==> config.mk <==
export PLATFORM = sky130hd
export DESIGN_NAME = piso_frame_tx
export DESIGN_NICKNAME = d
export VERILOG_FILES = /design/src/rtl/piso_frame_tx_pkg.sv /design/src/rtl/piso_frame_tx_bit_timer.sv /design/src/rtl/piso_frame_tx.sv
export SDC_FILE = /design/constraint.sdc
export NUM_CORES = 1
export LEC_CHECK = 0
export BUFFER_PORTS_ARGS = -buffer_cell sky130_fd_sc_hd__buf_4
export CORE_MARGIN = 5
export CORE_UTILIZATION = 48
export CTS_CLUSTER_DIAMETER = 120
export DETAILED_ROUTE_END_ITERATION = 16
export GPL_TIMING_DRIVEN = 0
export PLACE_DENSITY_LB_ADDON = 0.1
export SLEW_MARGIN = 20
export SYNTH_ARGS = -nofsm -noshare
export SYNTH_HDL_FRONTEND = slang
export SYNTH_SLANG_ARGS = --single-unit
export TNS_END_PERCENT = 10
==> constraint.sdc <==
create_clock -name clk -period 1.2 [get_ports clk]
set_input_delay 0.18 -clock clk [delete_from_list [all_inputs] [get_ports clk]]
set_output_delay 0.18 -clock clk [all_outputs]
set_load 0.01 [all_outputs]
==> src/rtl/piso_frame_tx_pkg.sv <==
// Shared types and helpers for the framed serial transmitter and its companions.
// Imported by the frame FSM and the bit timer.
package piso_frame_tx_pkg;

  typedef enum logic [1:0] {
    ST_IDLE  = 2'd0,
    ST_START = 2'd1,
    ST_DATA  = 2'd2,
    ST_STOP  = 2'd3
  } state_e;

  localparam logic START_BIT  = 1'b0;
  localparam logic STOP_BIT   = 1'b1;
  localparam logic IDLE_LEVEL = 1'b1;

  // Ceiling log2, usable in parameter and localparam expressions.
  function automatic int clog2(input int value);
    int result;
    int v;
    result = 0;
    v      = value - 1;
    while (v > 0) begin
      result = result + 1;
      v      = v >> 1;
    end
    return result;
  endfunction

endpackage

==> src/rtl/piso_frame_tx_bit_timer.sv <==
// Down-counter pacing one serial bit period: synchronous clear reloads it, and
// o_tick marks the last cycle of each period while enabled.
module piso_frame_tx_bit_timer
  import piso_frame_tx_pkg::*;
#(
  parameter int unsigned CLKS_PER_BIT = 4,
  parameter int unsigned CNT_W        = clog2(CLKS_PER_BIT + 1)
) (
  input  logic clk,
  input  logic rst_n,
  input  logic i_clear,
  input  logic i_en,
  output logic o_tick
);

  localparam logic [CNT_W-1:0] RELOAD = CNT_W'(CLKS_PER_BIT - 1);

  logic [CNT_W-1:0] r_count;

  // NOTE: sequential state uses non-blocking assignments so every flop samples
  // pre-edge values, regardless of block ordering in simulation.
  always_ff @(posedge clk or negedge rst_n) begin
    if (!rst_n) begin
      r_count <= '0;
    end else if (i_clear) begin
      r_count <= RELOAD;
    end else if (i_en) begin
      r_count <= (r_count == '0) ? RELOAD : r_count - 1'b1;
    end
  end

  // Tick deliberately ignores i_clear: the owner derives clear from the tick.
  assign o_tick = i_en && (r_count == '0);

endmodule

==> src/rtl/piso_frame_tx.sv <==
// Framed parallel-in/serial-out transmitter: start bit, WIDTH data bits LSB
// first, stop bit, each held CLKS_PER_BIT cycles on an idle-high line.
module piso_frame_tx
  import piso_frame_tx_pkg::*;
#(
  parameter int unsigned WIDTH        = 4,
  parameter int unsigned CLKS_PER_BIT = 4
) (
  input  logic             clk,
  input  logic             rst_n,
  input  logic             load_valid,
  output logic             load_ready,
  input  logic [WIDTH-1:0] load_data,
  output logic             ser_out,
  output logic             busy,
  output logic             done
);

  localparam int unsigned IDX_W = clog2(WIDTH + 1);
  localparam logic [IDX_W-1:0] LAST_IDX = IDX_W'(WIDTH - 1);

  state_e           r_state, w_state_next;
  logic [WIDTH-1:0] r_shift, w_shift_next;
  logic [IDX_W-1:0] r_idx, w_idx_next;
  logic             r_ser, w_ser_next;
  logic             r_done, w_done_next;
  logic             w_tick;
  logic             w_timer_clear;
  logic             w_accept;

  assign load_ready = (r_state == ST_IDLE);
  assign w_accept   = load_valid && load_ready;
  assign busy       = (r_state != ST_IDLE);
  assign ser_out    = r_ser;
  assign done       = r_done;

  piso_frame_tx_bit_timer #(
    .CLKS_PER_BIT(CLKS_PER_BIT)
  ) u_bit_timer (
    .clk    (clk),
    .rst_n  (rst_n),
    .i_clear(w_timer_clear),
    .i_en   (busy),
    .o_tick (w_tick)
  );

  // NOTE: every signal written here gets a default first, so no path through
  // the case statement can leave one unassigned and infer a latch.
  always_comb begin
    w_state_next = r_state;
    w_shift_next = r_shift;
    w_idx_next   = r_idx;
    w_done_next  = 1'b0;
    unique case (r_state)
      ST_IDLE: begin
        if (w_accept) begin
          w_shift_next = load_data;
          w_state_next = ST_START;
        end
      end
      ST_START: begin
        if (w_tick) w_state_next = ST_DATA;
      end
      ST_DATA: begin
        if (w_tick) begin
          w_shift_next = r_shift >> 1;
          if (r_idx == LAST_IDX) w_state_next = ST_STOP;
          else                   w_idx_next   = r_idx + 1'b1;
        end
      end
      ST_STOP: begin
        if (w_tick) begin
          w_state_next = ST_IDLE;
          w_done_next  = 1'b1;
        end
      end
      default: w_state_next = ST_IDLE;
    endcase

    w_timer_clear = (w_state_next != r_state);
    if (w_timer_clear) w_idx_next = '0;

    // The line level is registered, so it is chosen from the upcoming state.
    unique case (w_state_next)
      ST_START: w_ser_next = START_BIT;
      ST_DATA:  w_ser_next = w_shift_next[0];
      ST_STOP:  w_ser_next = STOP_BIT;
      default:  w_ser_next = IDLE_LEVEL;
    endcase
  end

  always_ff @(posedge clk or negedge rst_n) begin
    if (!rst_n) begin
      r_state <= ST_IDLE;
      r_shift <= '0;
      r_idx   <= '0;
      r_ser   <= IDLE_LEVEL;
      r_done  <= 1'b0;
    end else begin
      r_state <= w_state_next;
      r_shift <= w_shift_next;
      r_idx   <= w_idx_next;
      r_ser   <= w_ser_next;
      r_done  <= w_done_next;
    end
  end

endmodule

==> flow_summary_export.csv <==
group,metric,value,unit
critical_path,critPathKind,"register to output pin",
cts,cts-root-buf,"clkbuf_4",
floorplan,fp.dieH,50.3,µm
pwr,ir_drop,0.00115,V
cts,tritoncts,"done",
critical_path,crit_chain,"or2_0, buf_4, inv_2, buf_6",
synthesis,synth_compound_area_frac,0.183,
global_route,grt_pass1_vias,601,
synthesis,yosysSeqAreaShare,0.451,
cts,cts_buffer_depth,2,
route,drtAntennaViolNets,0,
floorplan,initial_utilization,0.511,
route,dr.pass1.iters,3,
place,dp_hpwl,1.10,mm
synthesis,synthMuxAreaShare,0.0193,
cells_and_area,nets,101,
cts,htreeDepth,1,
critical_path,critPathMaxFanout,4,
floorplan,die_x,50.3,µm
route,drt_iter0_drc,6,
outcome,outcome,"finished, violations left",
synthesis,yosysMostFrequentCell,"dfrtp_1",
place,place_congestion,0.735,
synthesis,synth_largest_area_cell,"dfrtp_1",
timing,clock.fmax,720,MHz
cells_and_area,post-route-util,0.658,
route,drcViolationCount,0,
place,io_buffers,10,
global_route,antenna_found_initial,0,
timing,rsz0062_at_grt,"yes",
global_route,grt_pass1_wl,2.68,mm
cells_and_area,syn2layout_area_growth,28.6,%
route,vias,592,
synthesis,yosysUniqueCellTypes,34,
critical_path,end_kind,"output pin",
synthesis,synth-seq-cells,14,
timing,slew_violations,0,
floorplan,num_io_pins,11,
synthesis,synth_cells,70,
timing,finalHoldViolations,0,
pwr,power_density,2230,nW/µm²
synthesis,synth_commonest_cells,"dfrtp_1, a21oi_1, inv_1, nor2_1, ha_1",
synthesis,synthTopCellsByArea,"dfrtp_1, ha_1, dfstp_2",
cells_and_area,n_antenna_cell,0,
floorplan,core,1520,µm²
synthesis,synth_top_family_by_area,"simple AND/OR/NAND/NOR gates",
global_route,groute.usage.overall,0.133,
floorplan,fp.dieArea,2530,µm²
job,cap_violations,0,
worst_hold_path,hp-class,"input port to register",
synthesis,yosysWarnings,0,
timing,setup_viol,14,
synthesis,synth_ff_type,"dfrtp_1",
synthesis,syn_area_per_cell,11.1,µm²
place,post_dp_cell_area,903,µm²
cts,clk_latency,280,ps
timing,clock_skew,3.60,ps
route,wl,1.50,mm
synthesis,synth_area,779,µm²
cts,cts_buffers,3,
timing,slew_headroom,0.815,
synthesis,synth.top_cell.area_share,0.417,
synthesis,synth_xor_area_frac,0.0112,
timing,worst_hold_slack,127,ps
synthesis,synth-edff-count,0,
route,post_drt_wl_per_cell,14.3,µm
cells_and_area,drive_above_1_share,0.461,
synthesis,yosys.area_share.adder,0.0642,
place,dp_slack,-144,ps
synthesis,synth_nets,81,
route,detail_route.vias_per_cell,5.64,
synthesis,synthArstFlopShare,1.00,
critical_path,cp.required,1020,ps
synthesis,synth-simple-area-share,0.212,
global_route,overflow,0,
critical_path,r2r_cells,5,
cts,clk_pin_slew,80,ps
cts,clkSinkCount,14,
floorplan,rows,14,
critical_path,max_stage_delay,420,ps
timing,fin_crit_sh,1.16,
pwr,p_total,2.23,mW
timing,tightest_slew,278,ps
timing,fin_crit,1390,ps
pwr,p_leak,0.469,nW
critical_path,start_kind,"register",
outcome,violations,"negative setup slack",
global_route,grt_max_degree,15,
critical_path,crit_slowest_cell,"dfrtp_2",
critical_path,cp.arrival,1210,ps
timing,layout_setup_ws,-189,ps
cells_and_area,stdcell_area,1000,µm²
worst_hold_path,min_path_cells,2,
stage by stage:
step | TNS, ps | std cells
3_3_place_gp | -1080 | 96
3_5_place_dp | -1230 | 96
4_1_cts | -1740 | 104
6_report | -1500 | 105
2_1_floorplan | -307 | 70
5_1_grt | -2380 | 105
logic make-up after synthesis:
logic type / after synthesis
and+or+nand+nor: 23
AOI/OAI and AO/OA: 19
DFF: 14
buffers and inverters: 8
adders and majority gates: 4
xor gates and xnor gates: 1
muxes: 1
final cells by class:
cell class | instances | area [µm²]
Clock buffer | 4 | 36.3
Buffer | 3 | 30.0
Sequential cell | 14 | 353
Multi-Input combinational cell | 48 | 425
Timing Repair Buffer | 15 | 119
Tap cell | 16 | 20.0
Inverter | 5 | 18.8
Fill cell | 132 | 522
power breakdown:
group          internal (mW)  switching [mW]  total, mW
Sequential             0.668           0.126      0.794
Combinational          0.587           0.516       1.10
Clock                  0.185           0.153      0.337
flip-flops by register name, summed over array words and instances, names as in the netlist:
register / cells
ser_out: 1
done: 1
r_shift: 4
u_bit_timer.r_count: 3
r_state: 2
r_idx: 3
final timing paths:
| path | from | to | slack, ps |
|---|---|---|---|
| hold reg to reg | r_idx[2] | r_idx[2] | 490 |
| min in group asynchronous | rst_n | r_shift[3] | 290 |
| max in group asynchronous | rst_n | ser_out | 680 |
| setup reg to reg | r_state[1] | u_bit_timer.r_count[1] | -170 |
| hold / removal | load_data[3] | r_shift[3] | 130 |
| setup / recovery | r_state[1] | load_ready | -190 |
critical path: cells and delay by family (launching register included):
kind          cells  cell delay [ps]
simple gates      1              210
buf+inv           3              300
flops             1              420
placed cells by master, fill, tap and decap left out, drive strengths merged:
cell type / Yosys / final
nand2: 1 / 1
nor3b: 1 / 1
xnor2: 1 / 1
a21oi: 6 / 6
buf: 3 / 17
o221a: 1 / 1
a311oi: 1 / 1
and2b: 1 / 1
clkbuf: 0 / 4
nor3: 2 / 2
a32oi: 1 / 1
inv: 5 / 5
nor2b: 2 / 2
and4bb: 1 / 1
dfrtp: 13 / 13
and3b: 1 / 1
dfstp: 1 / 1
nor2: 5 / 5
or3: 1 / 1
and3: 1 / 1
mux2: 1 / 1
or2: 1 / 1
nand2b: 2 / 2
nand4bb: 1 / 1
nand3b: 3 / 3
dlygate4sd3: 0 / 1
o22ai: 1 / 1
ha: 4 / 4
a21o: 3 / 3
a22oi: 1 / 1
a22o: 4 / 4
o211ai: 1 / 1
what timing repair did:
action                     CTS  global route
hold buffers                 1             0
gates resized for setup      5             5
pin swaps                    4             3
buffers inserted             3             1
setup endpoints to repair   14            15
hold endpoints to repair    14             0
layer usage:
layer	vias up	track usage	wire length, µm
li1	292	-	-
met1	287	0.171	721
met5	-	0	0
met2	9	0.218	708
met4	0	0.0511	23
met3	4	0.0296	45
No activity file was read; power rests on OpenSTA's default activity.
